==> config.mk <==
export PLATFORM = sky130hd
export DESIGN_NAME = led_bank
export DESIGN_NICKNAME = d
export VERILOG_FILES = /design/src/rtl/led_bank.sv
export SDC_FILE = /design/constraint.sdc
export NUM_CORES = 1
export LEC_CHECK = 0
export ABC_AREA = 1
export BUFFER_PORTS_ARGS = -buffer_cell sky130_fd_sc_hd__clkbuf_2
export CAP_MARGIN = 20
export CORE_UTILIZATION = 60
export DETAILED_ROUTE_END_ITERATION = 7
export PLACE_DENSITY = 0.85
export SYNTH_ARGS = -nofsm -noshare
export SYNTH_HDL_FRONTEND = slang
export SYNTH_SLANG_ARGS = --single-unit
==> constraint.sdc <==
create_clock -name led_clk -period 3.3 [get_ports led_clk]
set_input_delay 0.66 -clock led_clk [delete_from_list [all_inputs] [get_ports led_clk]]
set_output_delay 0.66 -clock led_clk [all_outputs]
set_load 0.1 [all_outputs]
==> src/rtl/led_bank.sv <==
// led_bank: CPU-written LED pattern with per-LED hardware blink; optional global PWM dimmer under LED_BANK_PWM_EN.
// Latency: a register write reaches ledout one led_clk cycle later; ledrdata is combinational.
// Backpressure: none; every strobed write is taken on the falling edge where it is presented.
module led_bank #(
   parameter int LED_W = 16,
   parameter int DIV_W = 24
) (
   input  logic             led_clk,
   input  logic             ledrst,
   input  logic             ledctrl,
   input  logic [1:0]       ledaddr,
   input  logic [3:0]       ledbe,
   input  logic [31:0]      ledwdata,
   output logic [31:0]      ledrdata,
   output logic [LED_W-1:0] ledout
);

   logic [LED_W-1:0] data_q, mask_q, data_nx, mask_nx, lit;
   logic [DIV_W-1:0] period_q, period_nx, cnt_q;
   logic             phase_q, dim;
   logic             wr_data, wr_mask, wr_period;

   // Byte-lane merge on a 32-bit view; lanes above the register width fall off in the cast.
   function automatic logic [31:0] merge_bytes(input logic [31:0] cur, input logic [31:0] wd,
                                               input logic [3:0] be);
      logic [31:0] res;
      res = cur;
      for (int k = 0; k < 4; k++)
         if (be[k]) res[8*k +: 8] = wd[8*k +: 8];
      return res;
   endfunction

   assign wr_data   = ledctrl && (ledaddr == 2'd0);
   assign wr_mask   = ledctrl && (ledaddr == 2'd1);
   assign wr_period = ledctrl && (ledaddr == 2'd2);

   assign data_nx   = LED_W'(merge_bytes(32'(data_q), ledwdata, ledbe));
   assign mask_nx   = LED_W'(merge_bytes(32'(mask_q), ledwdata, ledbe));
   assign period_nx = DIV_W'(merge_bytes(32'(period_q), ledwdata, ledbe));

`ifdef LED_BANK_PWM_EN
   logic [7:0] bright_q, pwm_cnt_q;
   logic       wr_bright;

   assign wr_bright = ledctrl && (ledaddr == 2'd3);
   assign dim       = (bright_q == 8'hFF) || (pwm_cnt_q < bright_q);

   always_ff @(negedge led_clk) begin
      if (!ledrst) begin
         bright_q  <= 8'hFF;
         pwm_cnt_q <= 8'h00;
      end else begin
         if (wr_bright) bright_q <= 8'(merge_bytes(32'(bright_q), ledwdata, ledbe));
         pwm_cnt_q <= pwm_cnt_q + 8'd1;
      end
   end
`else
   assign dim = 1'b1;
`endif

   assign lit = data_q & (~mask_q | {LED_W{phase_q}}) & {LED_W{dim}};

   always_ff @(negedge led_clk) begin
      if (!ledrst) begin
         data_q   <= '0;
         mask_q   <= '0;
         period_q <= '0;
         cnt_q    <= '0;
         phase_q  <= 1'b1;
         ledout   <= '0;
      end else begin
         if (wr_data)   data_q   <= data_nx;
         if (wr_mask)   mask_q   <= mask_nx;
         if (wr_period) period_q <= period_nx;
         // A PERIOD write restarts the blink and beats a coincident wrap.
         if (wr_period || (period_q == '0)) begin
            cnt_q   <= '0;
            phase_q <= 1'b1;
         end else if (cnt_q == period_q - DIV_W'(1)) begin
            cnt_q   <= '0;
            phase_q <= ~phase_q;
         end else begin
            cnt_q <= cnt_q + DIV_W'(1);
         end
         ledout <= lit;
      end
   end

   always_comb begin
      ledrdata = 32'h0;
      case (ledaddr)
         2'd0: ledrdata = 32'(data_q);
         2'd1: ledrdata = 32'(mask_q);
         2'd2: ledrdata = 32'(period_q);
`ifdef LED_BANK_PWM_EN
         2'd3: ledrdata = 32'(bright_q);
`else
         2'd3: ledrdata = 32'h0;
`endif
         default: ledrdata = 32'h0;
      endcase
   end

endmodule
==> flow_summary_export.csv, run 1 <==
group,metric,value,unit
status,status,"did not finish",
status,stop_stage,"global routing",
status,error,"[ERROR GRT-0232] Routing congestion too high. Check the congestion heatmap in the GUI.",
clocking,clock-root-buffer,"clkbuf_8",
global_route,grt_max_degree,34,
floorplan,rows,33,
floorplan,io_pins,89,
timing,worst_endpoint,"ledrdata[6]",
placement,gp_congestion,0.8812,
clocking,htreeDepth,3,
clocking,clk_path_buf_depth,2,
synthesis,yosys_warnings,0,
synthesis,ys_seq_elements,97,
synthesis,synth_top_area_share,37.70,%
synthesis,synth_area_leaders,"dfxtp_1 38%, nand2_1 9.8%, inv_1 8.2%",
placement,dp_hpwl,11300,um
synthesis,syn_area,0.005151,mm^2
placement,place_inst,916,
floorplan,start_util,62.38,%
synthesis,synth_cells,735,
clocking,cts_inserted_buffers,9,
floorplan,die_w,94.66,um
synthesis,synth_top_cell_by_area,"dfxtp_1",
floorplan,die_y,94.66,um
global_route,grt_usage,77.62,%
synthesis,yosysSeqAreaShare,37.70,%
synthesis,synth_area_per_cell,7.008,um^2
timing,endpoint_type,"top-level output",
clocking,cts_sinks,97,
global_route,overflow,88,
synthesis,ys_types,29,
placement,dp_slack,-181.2,ps
placement,dpl_cell_area,0.006685,mm^2
placement,placement.io_buffers,71,
[stage by stage]
stage	hold slack [ps]	util, %
floorplan	413.6	-
global placement	421.2	80.95
detailed placement	428.7	80.95
CTS	435.8	92.24
[metal layers]
metal	overflow	GRT usage, %
met4	30	83.59
met1	0	77.65
met2	57	95.50
met5	0	5.952
met3	1	59.42
[repair_timing]
action | 4_1_cts
setup endpoints to repair | 32
setup buffers | 37
hold buffers | 0
pin swaps | 19
resized for setup | 91
[logic make-up after synthesis]
| logic type | count (synthesis) | synth area share [%] |
|---|---|---|
| AO/OA/AOI/OAI | 152 | 16.71 |
| XOR/XNOR | 35 | 5.951 |
| adder cells (fa/ha/maj) | 2 | 0.4857 |
| buffers and inverters | 144 | 11.71 |
| flip-flops | 97 | 37.70 |
| other | 1 | 0.07280 |
| AND/OR/NAND/NOR | 304 | 27.37 |
[Yosys cell counts (all sizes together)]
| master | instances |
|---|---|
| clkbuf | 19 |
| nand4 | 16 |
| o221ai | 16 |
| nor4 | 7 |
| a211oi | 16 |
| xnor2 | 11 |
| nand2 | 143 |
| nand3b | 5 |
| buf | 10 |
| clkinv | 2 |
| ha | 2 |
| o21ai | 61 |
| inv | 113 |
| xor2 | 24 |
| dfxtp | 97 |
| conb | 1 |
| a21oi | 59 |
| nor3 | 7 |
| nor2 | 97 |
| nand3 | 29 |
==> inputs of run 2 (changes only) <==
--- a/config.mk
+++ b/config.mk
@@ -8,9 +8,9 @@
 export ABC_AREA = 1
 export BUFFER_PORTS_ARGS = -buffer_cell sky130_fd_sc_hd__clkbuf_2
 export CAP_MARGIN = 20
-export CORE_UTILIZATION = 60
+export CORE_UTILIZATION = 40
 export DETAILED_ROUTE_END_ITERATION = 7
-export PLACE_DENSITY = 0.85
+export PLACE_DENSITY_LB_ADDON = 0.15
 export SYNTH_ARGS = -nofsm -noshare
 export SYNTH_HDL_FRONTEND = slang
 export SYNTH_SLANG_ARGS = --single-unit
==> flow_summary_export.csv, run 2 <==
group,metric,value,unit
timing,relSlewSlack,48.99,%
global_route,grt_pass1_wl,25630,um
synthesis,synth_area_per_cell,7.008,um^2
finish,fin_nets,1005,
status,status,"finished with violations",
finish,design_area,0.007896,mm^2
finish,synthToLayoutAreaGrowth,53.29,%
placement,dpl_cell_area,0.006834,mm^2
timing,final-hold-violation-count,0,
placement,gp_congestion,0.8508,
drt,routedWlPerCell,13.69,um
status,failed_checks,"setup timing",
timing,worstMarginPinSlew,760.5,ps
finish,reg_top3,"cnt_q: 24 flops, period_q: 24 flops",
timing,holdWs,424.9,ps
global_route,overflow,0,
min_path,hold_end,"ledout[15]",
drt,vias_per_cell,4.881,
timing,slew_viol_final,0,
synthesis,synth-edff-count,0,
drt,ant_nets,0,
placement,dp_hpwl,11030,um
timing,rsz0062_at_grt,"yes",
critical_path,crit_family,"flip-flops",
drt,finalWirelength,15590,um
floorplan,die_y,115.5,um
clocking,cts_inserted_buffers,9,
finish,drive_gt1_share,32.57,%
placement,dp_slack,-179.1,ps
drt,drt_drc_violations_left,0,
synthesis,synth_most_common_cell,"nand2_1",
timing,setup_tns,-4152,ps
clocking,clk_path_buf_depth,2,
power_and_ir_drop,p_leak,3.600,nW
drt,drt_first_pass_iters,7,
critical_path,r2r_cells,15,
min_path,min_from,"mask_q[15]",
critical_path,worst-path-max-fanout,2,
finish,fin_util,62.83,%
min_path,hold_depth,1,
critical_path,r2r_setup_slack,900,ps
synthesis,synth_cells,735,
synthesis,synth_commonest_cells,"135 x nand2_1, 112 x inv_1, 97 x dfxtp_1",
clocking,cts_sinks,97,
placement,placement.io_buffers,71,
clocking,clock-root-buffer,"clkbuf_16",
power_and_ir_drop,power,3.472,mW
global_route,grt_max_degree,28,
critical_path,max_stage_delay,330,ps
synthesis,yosys_warnings,0,
clocking,clk_latency,420,ps
critical_path,critPathKind,"flip-flop to primary output",
critical_path,startpoint_type,"flip-flop",
power_and_ir_drop,power_density,439.7,mW/mm^2
global_route,grt_pass1_vias,5671,
finish,mostFrequentLayoutCell,"inv_1",
timing,fin_skew,17.22,ps
drt,vias,5559,
finish,diodes,0,
critical_path,r2r-start,"period_q[0]",
synthesis,syn_area,0.005151,mm^2
finish,fillers,1157,
synthesis,synth_area_leaders,"dfxtp_1 38%, nand2_1 9.8%, inv_1 8.2%",
synthesis,async_flop_share,0,%
critical_path,critPathBufInv,2,
critical_path,reg2reg_to,"cnt_q[20]",
clocking,htreeDepth,3,
synthesis,ys_seq_elements,97,
synthesis,yosys_most_used_dff,"dfxtp_1",
finish,fin_cells,1139,
timing,finalWorstSetupSlack,-227.3,ps
critical_path,crit_chain,"inv_2 > o221ai_4 > buf_12",
placement,place_inst,985,
synthesis,yosysSeqAreaShare,37.70,%
timing,setup_viol,24,
critical_path,critPathRequiredTime,2640,ps
min_path,min_path_type,"flip-flop to flip-flop",
clocking,cts_tree,"yes",
global_route,grt_usage,24.82,%
clocking,cts.clk_slew.worst_paths,40,ps
floorplan,die_w,115.5,um
drt,drt_iter0_drc,289,
critical_path,end_kind,"primary output",
floorplan,io_pins,89,
critical_path,cp_data_arrival_time,2870,ps
power_and_ir_drop,ir_drop,0.0003823,V
floorplan,start_util,40.99,%
critical_path,crit_slowest_cell,"dfxtp_2",
floorplan,fp.coreArea,0.01257,mm^2
critical_path,critical_path_depth,3,
synthesis,synth_top_area_share,37.70,%
job,max-cap-violations,0,
synthesis,synth_top_cell_by_area,"dfxtp_1",
floorplan,design.die.area,0.01334,mm^2
clocking,hold_buffers,0,
global_route,antenna_found_initial,0,
finish,final_cell_mix,"168 x inv_1, 134 x nand2_1, 66 x buf_4, 59 x o21ai_0, 59 x a21oi_1",
synthesis,ys_types,29,
floorplan,rows,41,
==> run 2: cell counts after synthesis <==
No cell type changed its count.
==> run 2: worst max-delay path by stage <==
stage,from,end,slack [ps]
2_1_floorplan,ledaddr[1],mask_q[0],-250
3_3_place_gp,ledaddr[1],period_q[0],-170
3_5_place_dp,ledaddr[1],period_q[0],-180
5_1_grt,period_q[0],ledrdata[0],-270
4_1_cts,mask_q[0],ledrdata[0],-230
6_report,mask_q[10],ledrdata[10],-230
==> run 2: timing repair <==
| action | 4_1_cts | 5_1_grt |
|---|---|---|
| pin swaps | 16 | 3 |
| setup buffers | 30 | 12 |
| resized for setup | 77 | 6 |
| hold endpoints to repair | 0 | 0 |
| cloned | 0 | 0 |
| setup endpoints to repair | 24 | 28 |
==> run 2: routing by layer <==
metal  GRT usage (%)  up-vias  part of all wire (%)
li1                -     2832                     -
met1           29.39     2571                    44
met2           40.56      133                    48
met3           8.211       23                   5.9
met4           11.77        0                   1.6
met5               0        -                     0
==> run 2: kinds of logic after synthesis <==
logic type | after synthesis | synth area share (%)
compound gates | 152 | 16.71
flops | 97 | 37.70
fa+ha+maj | 2 | 0.4857
buf+inv | 144 | 11.71
simple gates | 304 | 27.37
xor+xnor | 35 | 5.951
other cells | 1 | 0.07280
==> run 2: layout make-up <==
class | instances | area (um^2) | area share (%)
clock buffer | 9 | 225.2 | 2.852
clock inverter | 104 | 441.7 | 5.593
inverter | 114 | 442.9 | 5.609
multi-input combinational | 501 | 2990 | 37.87
sequential | 97 | 2029 | 25.70
tap | 172 | 215.2 | 2.725
timing repair buffer | 142 | 1551 | 19.65
==> run 2: power breakdown <==
group          leakage [nW]  switching, mW  total (mW)  internal (mW)
combinational          2.13          0.441       0.670          0.229
sequential            0.811         0.0259        1.24           1.21
clock                 0.664          0.871        1.57          0.696
(Power assumes the default switching activity.)
==> inputs of run 3 (changes only) <==
--- a/config.mk
+++ b/config.mk
@@ -7,7 +7,6 @@
 export LEC_CHECK = 0
 export ABC_AREA = 1
 export BUFFER_PORTS_ARGS = -buffer_cell sky130_fd_sc_hd__clkbuf_2
-export CAP_MARGIN = 20
 export CORE_UTILIZATION = 40
 export DETAILED_ROUTE_END_ITERATION = 7
 export PLACE_DENSITY_LB_ADDON = 0.15
==> constraint.sdc (replaced) <==
create_clock -name led_clk -period 3.5 [get_ports led_clk]
set_input_delay 0.7 -clock led_clk [delete_from_list [all_inputs] [get_ports led_clk]]
set_output_delay 0.7 -clock led_clk [all_outputs]
set_load 0.1 [all_outputs]
==> flow_summary_export.csv, run 3 (synthesis gave the netlist of run 2 again) <==
group,metric,value,unit
status,status,"finished with violations",
status,failed_checks,"setup timing",
drt,routedWlPerCell,13.57,um
floorplan,start_util,40.99,%
clocking,cts_inserted_buffers,9,
drt,finalWirelength,15480,um
floorplan,io_pins,89,
drt,drt_iter0_drc,230,
finish,mostFrequentLayoutCell,"inv_1",
clocking,cts_tree,"yes",
clocking,clk_path_buf_depth,2,
finish,diodes,0,
clocking,cts_sinks,97,
timing,setup_viol,24,
critical_path,startpoint_type,"flip-flop",
finish,fillers,1127,
drt,vias_per_cell,4.920,
power_and_ir_drop,ir_drop,0.0002703,V
job,max-cap-violations,0,
clocking,htreeDepth,3,
global_route,overflow,0,
power_and_ir_drop,power_density,409.2,mW/mm^2
critical_path,worst-path-max-fanout,2,
global_route,grt_max_degree,57,
clocking,hold_buffers,0,
global_route,antenna_found_initial,0,
drt,vias,5614,
clocking,clk_latency,420,ps
timing,finalWorstSetupSlack,-159.7,ps
power_and_ir_drop,combPwrFrac,19.6,%
drt,drt_drc_violations_left,0,
floorplan,die_w,115.5,um
timing,relSlewSlack,51.63,%
power_and_ir_drop,seqPwrFrac,36.5,%
floorplan,die_y,115.5,um
floorplan,rows,41,
timing,final-hold-violation-count,0,
critical_path,critPathKind,"flip-flop to primary output",
timing,rsz0062_at_grt,"yes",
power_and_ir_drop,swShare,37.74,%
power_and_ir_drop,power.share.clock,43.9,%
finish,drive_gt1_share,31.99,%
finish,reg_top3,"cnt_q: 24 flops, period_q: 24 flops",
timing,slew_viol_final,0,
drt,drt_first_pass_iters,5,
timing,fin_skew,19.66,ps
min_path,min_path_type,"flip-flop to flip-flop",
drt,ant_nets,0,
global_route,grt_pass1_wl,25520,um
power_and_ir_drop,p_leak,3.575,nW
critical_path,cp_data_arrival_time,2960,ps
placement,dp_hpwl,10870,um
clocking,cts.clk_slew.worst_paths,40,ps
clocking,clock-root-buffer,"clkbuf_16",
timing,setup_tns,-2571,ps
critical_path,end_kind,"primary output",
placement,placement.io_buffers,71,
global_route,grt_usage,24.52,%
finish,fin_nets,1007,
global_route,grt_pass1_vias,5627,
power_and_ir_drop,power.switching,1.207,mW
floorplan,design.die.area,0.01334,mm^2
placement,gp_congestion,0.8647,
floorplan,fp.coreArea,0.01257,mm^2
finish,fin_util,62.20,%
critical_path,critPathRequiredTime,2800,ps
finish,synthToLayoutAreaGrowth,51.76,%
power_and_ir_drop,p_int,1.991,mW
finish,final_cell_mix,"169 x inv_1, 135 x nand2_1, 72 x buf_4, 59 x o21ai_0, 59 x a21oi_1",
timing,worstMarginPinSlew,725.6,ps
## run 3: power by group through the flow
stage	clock [mW]	sequential [mW]	combinational [mW]
floorplan	0.169	1.21	0.411
global placement	0.169	1.18	0.587
detailed placement	0.169	1.19	0.594
CTS	1.46	1.17	0.618
global route	1.60	1.17	0.686
finish	1.40	1.17	0.627
## run 3: through the flow
stage	setup slack [ps]	instances	power (mW)	instance area [um^2]	hold WS (ps)
5_1_grt	-208.5	1141	3.451	7818	436.9
3_5_place_dp	-322.8	992	1.949	6812	424.7
3_3_place_gp	-304.0	992	1.941	6812	426.2
4_1_cts	-179.2	1131	3.247	7736	428.6
6_report	-159.7	1141	3.199	7818	431.9
2_1_floorplan	-185.9	742	1.788	5529	413.6
## run 3: final cells by class
type	instances	area [um^2]	area share, %
multi-input cells	501	2980	38.12
inverters	114	450.4	5.762
well taps	172	215.2	2.753
clock buffers	9	225.2	2.881
clock inverters	104	415.4	5.314
flip-flops and latches	97	2014	25.77
repair buffers	144	1516	19.40
## run 3: what timing repair did
| action | 4_1_cts | 5_1_grt |
|---|---|---|
| pin swaps | 17 | 4 |
| setup endpoints to repair | 24 | 38 |
| setup buffers | 27 | 10 |
| gates resized for setup | 89 | 3 |
## run 3: path summary, 6_finish.rpt
path,start,end,slack (ps),depth (start not counted)
setup / recovery,mask_q[14],ledrdata[14],-160,3
hold / removal,mask_q[5],ledout[5],430,1
setup reg to reg,period_q[0],cnt_q[17],1060,15
hold reg to reg,mask_q[5],ledout[5],430,1
## run 3: critical path: stages, from the launching register on
cell	delay, ps
dfxtp_2	330
inv_2	50
o221ai_4	210
buf_12	210
## run 3: per-layer routing
layer  vias to the layer above  routed length [um]  track usage (%)
met5                         -                   0                0
met4                         0                 148            10.04
met3                        14                 836            8.577
met2                       139                7558            39.92
met1                      2623                6941            29.44
li1                       2838                   -                -
